### src/rtl/mips_pkg.sv
// mips_pkg: shared fetch-state encoding and architectural constants for the MIPS core
package mips_pkg;

    typedef enum logic [1:0] {
        BOOT  = 2'd0,
        RUN   = 2'd1,
        FAULT = 2'd2
    } fetch_state_t;

    localparam logic [31:0] NOP_INSTR = 32'h0000_0000;
    localparam logic [31:0] TEXT_BASE = 32'h0040_0000;

endpackage

### src/rtl/instruction_fetch_unit_pc_register.sv
// pc_register: loadable register with synchronous reset value and load enable
module pc_register #(
    parameter int                WIDTH       = 32,
    parameter logic [WIDTH-1:0]  RESET_VALUE = '0
) (
    input  logic             clk,
    input  logic             reset,
    input  logic             en,
    input  logic [WIDTH-1:0] d,
    output logic [WIDTH-1:0] q
);

    // Reset to the boot value, otherwise load d only when enabled
    always_ff @(posedge clk) begin
        if (reset)
            q <= RESET_VALUE;
        else if (en)
            q <= d;
    end

endmodule

### src/rtl/instruction_fetch_unit.sv
// instruction_fetch_unit: owns the PC, addresses the instruction ROM and fills the IF/ID register
module instruction_fetch_unit
    import mips_pkg::*;
#(
    parameter int                     DATA_WIDTH   = 32,
    parameter int                     MEMORY_DEPTH = 64,
    parameter logic [DATA_WIDTH-1:0]  RESET_PC     = DATA_WIDTH'(TEXT_BASE)
) (
    input  logic                  clk,
    input  logic                  reset,
    input  logic                  Stall_i,
    input  logic                  Flush_i,
    input  logic                  Branch_Taken_i,
    input  logic [DATA_WIDTH-1:0] Branch_Target_i,
    input  logic                  Jump_i,
    input  logic [DATA_WIDTH-1:0] Jump_Target_i,
    output logic [DATA_WIDTH-1:0] Address_o,
    input  logic [DATA_WIDTH-1:0] Instruction_i,
    output logic [DATA_WIDTH-1:0] Instruction_o,
    output logic [DATA_WIDTH-1:0] PC_o,
    output logic [DATA_WIDTH-1:0] PC_plus4_o,
    output logic                  Valid_o,
    output logic                  Fetch_Fault_o
);

    fetch_state_t          state, state_next;
    logic [DATA_WIDTH-1:0] pc, pc_next, pc_inc, offset;
    logic                  pc_en, pc_bad, capture, bubble, fault_set;

    pc_register #(
        .WIDTH       (DATA_WIDTH),
        .RESET_VALUE (RESET_PC)
    ) u_pc (
        .clk   (clk),
        .reset (reset),
        .en    (pc_en),
        .d     (pc_next),
        .q     (pc)
    );

    // Offset from the text base is computed with wrap-around; PCs below the base are caught separately
    assign pc_inc    = pc + DATA_WIDTH'(4);
    assign offset    = pc - RESET_PC;
    assign Address_o = offset >> 2;
    assign pc_bad    = (pc[1:0] != 2'b00) || (pc < RESET_PC) ||
                       (Address_o >= DATA_WIDTH'(MEMORY_DEPTH));

    // Fetch state register
    always_ff @(posedge clk) begin
        if (reset)
            state <= BOOT;
        else
            state <= state_next;
    end

    // Next state, PC source and IF/ID action; a fault on the current PC outranks every redirect
    always_comb begin
        state_next = state;
        pc_next    = pc_inc;
        pc_en      = 1'b0;
        capture    = 1'b0;
        bubble     = 1'b0;
        fault_set  = 1'b0;
        case (state)
            BOOT: state_next = RUN;
            RUN: begin
                if (pc_bad) begin
                    state_next = FAULT;
                    bubble     = 1'b1;
                    fault_set  = 1'b1;
                end else if (Jump_i) begin
                    pc_next = Jump_Target_i;
                    pc_en   = 1'b1;
                    bubble  = 1'b1;
                end else if (Branch_Taken_i) begin
                    pc_next = Branch_Target_i;
                    pc_en   = 1'b1;
                    bubble  = 1'b1;
                end else if (Flush_i) begin
                    pc_en  = !Stall_i;
                    bubble = 1'b1;
                end else if (!Stall_i) begin
                    pc_en   = 1'b1;
                    capture = 1'b1;
                end
            end
            FAULT: state_next = FAULT;
            default: begin
                state_next = FAULT;
                bubble     = 1'b1;
                fault_set  = 1'b1;
            end
        endcase
    end

    // IF/ID pipeline register and sticky fault flag
    always_ff @(posedge clk) begin
        if (reset) begin
            Instruction_o <= DATA_WIDTH'(NOP_INSTR);
            PC_o          <= '0;
            PC_plus4_o    <= '0;
            Valid_o       <= 1'b0;
            Fetch_Fault_o <= 1'b0;
        end else begin
            if (bubble) begin
                Instruction_o <= DATA_WIDTH'(NOP_INSTR);
                PC_o          <= '0;
                PC_plus4_o    <= '0;
                Valid_o       <= 1'b0;
            end else if (capture) begin
                Instruction_o <= Instruction_i;
                PC_o          <= pc;
                PC_plus4_o    <= pc_inc;
                Valid_o       <= 1'b1;
            end
            if (fault_set)
                Fetch_Fault_o <= 1'b1;
        end
    end

endmodule

### config.mk
export PLATFORM = sky130hd
export DESIGN_NAME = instruction_fetch_unit
export DESIGN_NICKNAME = d
export VERILOG_FILES = /design/src/rtl/mips_pkg.sv /design/src/rtl/instruction_fetch_unit_pc_register.sv /design/src/rtl/instruction_fetch_unit.sv
export SDC_FILE = /design/constraint.sdc
export NUM_CORES = 1
export LEC_CHECK = 0
export CORE_ASPECT_RATIO = 1.5
export CORE_UTILIZATION = 42
export DETAILED_ROUTE_END_ITERATION = 10
export GPL_TIMING_DRIVEN = 0
export PLACE_DENSITY_LB_ADDON = 0.3
export SLEW_MARGIN = 5
export SYNTH_ARGS = -nofsm -noshare
export SYNTH_HDL_FRONTEND = slang
export SYNTH_SLANG_ARGS = --single-unit
export TNS_END_PERCENT = 10
### constraint.sdc
create_clock -name clk -period 3.25 [get_ports clk]
set_input_delay 0.325 -clock clk [delete_from_list [all_inputs] [get_ports clk]]
set_output_delay 0.325 -clock clk [all_outputs]
set_load 0.05 [all_outputs]
==> impl_table.tex <==
\begin{tabular}{lr}
\hline
Metric & Value \\
\hline
\multicolumn{2}{l}{\textbf{Placement}} \\
\quad Half-perimeter wire length of the detailed placement result & 12.3 mm \\
\quad Placer Congestion & 0.880 \\
\quad PortBufs & 228 \\
\quad Post-placement cell count & 1023 \\
\multicolumn{2}{l}{\textbf{Floorplanning}} \\
\quad Horiz. Die Dim & 94.4 um \\
\quad DIE AREA & 0.0133 mm\^{}2 \\
\quad Die height & 141 um \\
\quad Core Region & 0.0125 mm\^{}2 \\
\quad Row count & 50 \\
\quad I/O pin total & 232 \\
\quad Starting density of the core & 0.430 \\
\multicolumn{2}{l}{\textbf{Synth}} \\
\quad Count of cell types in the netlist & 51 \\
\quad Post-Synthesis Cell Area & 0.00538 mm\^{}2 \\
\quad Flip-flop cell with the highest count after synthesis & sky130\_fd\_sc\_hd\_\_dfxtp\_1 \\
\quad Synth warn & 0 \\
\quad Sequential share of the synthesized area & 0.484 \\
\quad Post-synthesis register bit count & 130 \\
\quad Count of flip-flops with a built-in enable after synthesis & 0 \\
\quad Share of synthesized registers carrying an async set or reset & 0 \\
\quad Mean instance size in the synthesized netlist & 8.43 um\^{}2 \\
\quad Number of cells produced by synthesis & 638 \\
\multicolumn{2}{l}{\textbf{Worst setup path}} \\
\quad Crit path DAT & 3.36 ns \\
\quad Capture instance of the worst register-to-register path & PC\_plus4\_o[2]\$\_SDFFE\_PP0P\_ \\
\quad Critical path peak fanout & 11 \\
\quad Kind of start point of the critical path & flip-flop \\
\quad Critical path required time & 3.53 ns \\
\quad Number of cell instances on the worst register-to-register path & 11 \\
\quad Register-to-Register Setup Slack & 0.17 ns \\
\quad RR Startpoint & u\_pc.q[23]\$\_SDFFE\_PP0P\_ \\
\quad Kind of capture point of the worst setup path & flip-flop \\
\quad Setup Crit Path Kind & reg -> reg \\
\multicolumn{2}{l}{\textbf{Cells and area}} \\
\quad Most frequent cells in the layout & 225 x sky130\_fd\_sc\_hd\_\_clkdlybuf4s50\_1, 129 x sky130\_fd\_sc\_hd\_\_dfxtp\_1, 120 x sky130\_fd\_sc\_hd\_\_nand2\_1 \\
\quad Fillcell total & 1057 \\
\quad Number of nets in the layout & 993 \\
\quad Antenna cells & 0 \\
\quad Non-filler instance count after layout & 1055 \\
\quad Most frequent standard cell in the layout excluding fill and tap cells & sky130\_fd\_sc\_hd\_\_clkdlybuf4s50\_1 \\
\quad Fraction of final layout cells with drive strength greater than 1 & 0.111 \\
\quad Growth of design area from synthesis to finish & 58.1\% \\
\multicolumn{2}{l}{\textbf{Drt}} \\
\quad Total wire length after detailed routing & 16.2 mm \\
\quad Via density per instance & 5.01 \\
\quad Iteration count of the initial detailed-routing pass & 4 \\
\quad Number of remaining DRC errors & 0 \\
\quad Average wire per standard cell & 15.3 um \\
\quad Starting DRC count in detailed routing & 192 \\
\quad Residual antenna-violating net count after detailed routing & 0 \\
\quad Via count & 5282 \\
\multicolumn{2}{l}{\textbf{Power and ir drop}} \\
\quad Internal power of the cells & 3920 uW \\
\quad Net switching share of the total power & 0.385 \\
\quad Static Leak & 0.00315 uW \\
\quad NetSw & 2460 uW \\
\quad Share of total power in combinational logic & 0.396 \\
\quad Total power per unit cell area & 751 mW/mm\^{}2 \\
\quad Clock group share of total power & 0.301 \\
\quad Largest vdd supply drop & 0.000656 V \\
\quad Power Total & 6380 uW \\
\quad Flop pwr share & 0.302 \\
\multicolumn{2}{l}{\textbf{Clocking}} \\
\quad CTS sink count & 130 \\
\quad Worst-skew pair later-pin latency & 0.41 ns \\
\quad Number of buffers added by the clock tree synthesis step & 17 \\
\quad Clock tree from TritonCTS & yes \\
\quad Clk pin slew, worst setup/hold paths & 0.06 ns \\
\quad Number of buffers between clock root and the deepest sink & 2 \\
\quad Cts-stage hold buffer count & 0 \\
\quad Level count of the clock H-tree & 4 \\
\quad Clock root buffer master & sky130\_fd\_sc\_hd\_\_clkbuf\_16 \\
\multicolumn{2}{l}{\textbf{GRT}} \\
\quad Global-route wire length before repair & 25.2 mm \\
\quad Total Routing Usage GR & 0.248 \\
\quad Via count of the first global-routing pass & 5255 \\
\quad Total gr overflow & 0 \\
\quad Largest net degree at the start of global routing & 17 \\
\quad Antenna violations before repair & 0 \\
\multicolumn{2}{l}{\textbf{Min path}} \\
\quad Path category of the worst min-delay check & reg -> reg \\
\quad Hold Crit Depth & 2 \\
\quad Hold EP & Instruction\_o[7]\$\_SDFFE\_PP0P\_ \\
\quad Origin of the worst min-delay path & Instruction\_o[7]\$\_SDFFE\_PP0P\_ \\
\multicolumn{2}{l}{\textbf{STA}} \\
\quad Number of max-slew violations in the final report & 0 \\
\quad Tcrit/Tclk final & 0.949 \\
\quad Fin crit period & 3.08 ns \\
\quad Top achievable clock speed & 324 MHz \\
\quad Actual slew at the worst max-slew pin & 0.758 ns \\
\quad Relative max-transition margin & 0.493 \\
\quad Skew final & 0.00922 ns \\
\quad Final setup violation count & 0 \\
\quad RSZ-0062 raised after global routing & no \\
\quad Setup\_tns & 0 ns \\
\quad Worst Hold Slack & 0.447 ns \\
\quad Number of hold violations in the final report & 0 \\
\multicolumn{2}{l}{\textbf{Status}} \\
\quad Outcome & finished clean \\
\multicolumn{2}{l}{\textbf{Job}} \\
\quad Max-capacitance violation count & 0 \\
\hline
\end{tabular}
## worst max-delay path: stages, from the launching register on
cell                        delay (ns)
sky130_fd_sc_hd__dfxtp_1          0.44
sky130_fd_sc_hd__inv_2            0.13
sky130_fd_sc_hd__ha_2             0.21
sky130_fd_sc_hd__or4b_4           0.50
sky130_fd_sc_hd__o32a_1           0.39
sky130_fd_sc_hd__a2111oi_4        0.36
sky130_fd_sc_hd__buf_6            0.18
sky130_fd_sc_hd__and3_1           0.14
sky130_fd_sc_hd__buf_2            0.15
sky130_fd_sc_hd__buf_4            0.19
sky130_fd_sc_hd__nand2_1          0.08
sky130_fd_sc_hd__nor3b_2          0.16
## how the worst max path moves through the flow
stage	from	endpoint	slack [ns]	depth (start not counted)
finish	u_pc.q[23]$_SDFFE_PP0P_	PC_plus4_o[2]$_SDFFE_PP0P_	0.17	11
global route	u_pc.q[22]$_SDFFE_PP1P_	PC_plus4_o[2]$_SDFFE_PP0P_	0.03	11
CTS	u_pc.q[22]$_SDFFE_PP1P_	PC_plus4_o[2]$_SDFFE_PP0P_	0.05	11
detailed placement	u_pc.q[22]$_SDFFE_PP1P_	PC_plus4_o[7]$_SDFFE_PP0P_	-0.33	9
global placement	u_pc.q[22]$_SDFFE_PP1P_	Instruction_o[31]$_SDFFE_PP0P_	-0.34	9
floorplan	u_pc.q[22]$_SDFFE_PP1P_	PC_plus4_o[2]$_SDFFE_PP0P_	0.37	11
## logic make-up after synthesis
| logic type | after synthesis | share of synthesized area |
|---|---|---|
| and+or+nand+nor | 253 | 0.220 |
| AOI/OAI and AO/OA | 141 | 0.163 |
| DFF | 130 | 0.484 |
| buffers and inverters | 89 | 0.0891 |
| xor gates and xnor gates | 14 | 0.0228 |
| adders and majority gates | 5 | 0.0116 |
| muxes | 5 | 0.00930 |
| other | 1 | 0.000697 |
## stage by stage
stage / setup WS, ns / util / cell area [um^2]
after floorplan: 0.366 / - / 5380
after global placement: -0.338 / 0.628 / 7860
after detailed placement: -0.328 / 0.628 / 7860
after CTS: 0.0452 / 0.679 / 8500
after global routing: 0.0319 / 0.680 / 8500
final: 0.167 / 0.680 / 8500
## synth_stat cells, types with 2 or more instances
library cell | number | area, um^2
sky130_fd_sc_hd__dfxtp_1 | 130 | 2600
sky130_fd_sc_hd__nand2_1 | 120 | 450
sky130_fd_sc_hd__a21oi_1 | 82 | 410
sky130_fd_sc_hd__nor2_1 | 45 | 169
sky130_fd_sc_hd__nor2b_1 | 41 | 257
sky130_fd_sc_hd__buf_4 | 35 | 263
sky130_fd_sc_hd__clkbuf_1 | 28 | 105
sky130_fd_sc_hd__a22o_1 | 15 | 131
sky130_fd_sc_hd__o21ai_0 | 14 | 70.1
sky130_fd_sc_hd__inv_1 | 13 | 48.8
sky130_fd_sc_hd__buf_2 | 11 | 55.1
sky130_fd_sc_hd__nand3_1 | 10 | 50.1
sky130_fd_sc_hd__xnor2_1 | 8 | 70.1
sky130_fd_sc_hd__nor3_1 | 7 | 35.0
sky130_fd_sc_hd__nor4_1 | 7 | 43.8
sky130_fd_sc_hd__xor2_1 | 6 | 52.6
sky130_fd_sc_hd__a31oi_1 | 5 | 31.3
sky130_fd_sc_hd__ha_1 | 5 | 62.6
sky130_fd_sc_hd__mux2i_1 | 5 | 50.1
sky130_fd_sc_hd__a211oi_1 | 4 | 30.0
sky130_fd_sc_hd__nand4_1 | 4 | 25.0
sky130_fd_sc_hd__a22oi_1 | 3 | 22.5
sky130_fd_sc_hd__and3_1 | 3 | 18.8
sky130_fd_sc_hd__a221o_1 | 2 | 20.0
sky130_fd_sc_hd__a221oi_2 | 2 | 30.0
sky130_fd_sc_hd__and4_1 | 2 | 17.5
sky130_fd_sc_hd__nand2b_1 | 2 | 12.5
sky130_fd_sc_hd__nor3b_1 | 2 | 15.0
sky130_fd_sc_hd__nor4b_1 | 2 | 17.5
sky130_fd_sc_hd__o21a_1 | 2 | 15.0
sky130_fd_sc_hd__o22ai_1 | 2 | 12.5
sky130_fd_sc_hd__or2_2 | 2 | 12.5
## flip-flops by register name, indices dropped and copies added, names as in the netlist
signal,cells
Instruction_o,32
PC_o,32
u_pc.q,32
PC_plus4_o,30
state,2
Fetch_Fault_o,1
Valid_o,1
## power by group through the flow
stage                     logic, uW  registers [uW]  clock network, uW
final                          2530            1930               1920
after CTS                      2500            1920               1950
after global placement         2340            1940                  0
after global routing           2700            1950               2040
after floorplan                1590            1950                  0
after detailed placement       2360            1940                  0
## what timing repair did
item	CTS	global route
pin swaps	1	0
setup buffers	2	0
endpoints found under the setup margin	128	112
resized for setup	15	6
## layer usage
| layer | global-route usage | vias up | routed length, um |
|---|---|---|---|
| met5 | 0 | - | 0 |
| met4 | 0.144 | 0 | 607 |
| met3 | 0.0734 | 35 | 1250 |
| met2 | 0.437 | 218 | 8280 |
| met1 | 0.253 | 2412 | 6050 |
| li1 | - | 2617 | - |
## layout make-up
| class | count | area, um^2 | area share |
|---|---|---|---|
| buffer | 72 | 430 | 0.0506 |
| clock buffer | 17 | 425 | 0.0500 |
| multi-input combinational | 420 | 2330 | 0.274 |
| clock inverter | 15 | 170 | 0.0200 |
| sequential | 130 | 2600 | 0.306 |
| tap | 156 | 195 | 0.0230 |
| inverter | 15 | 56.3 | 0.00662 |
| timing repair buffer | 230 | 2290 | 0.270 |
Note: power is estimated with default switching activity, not from simulation.
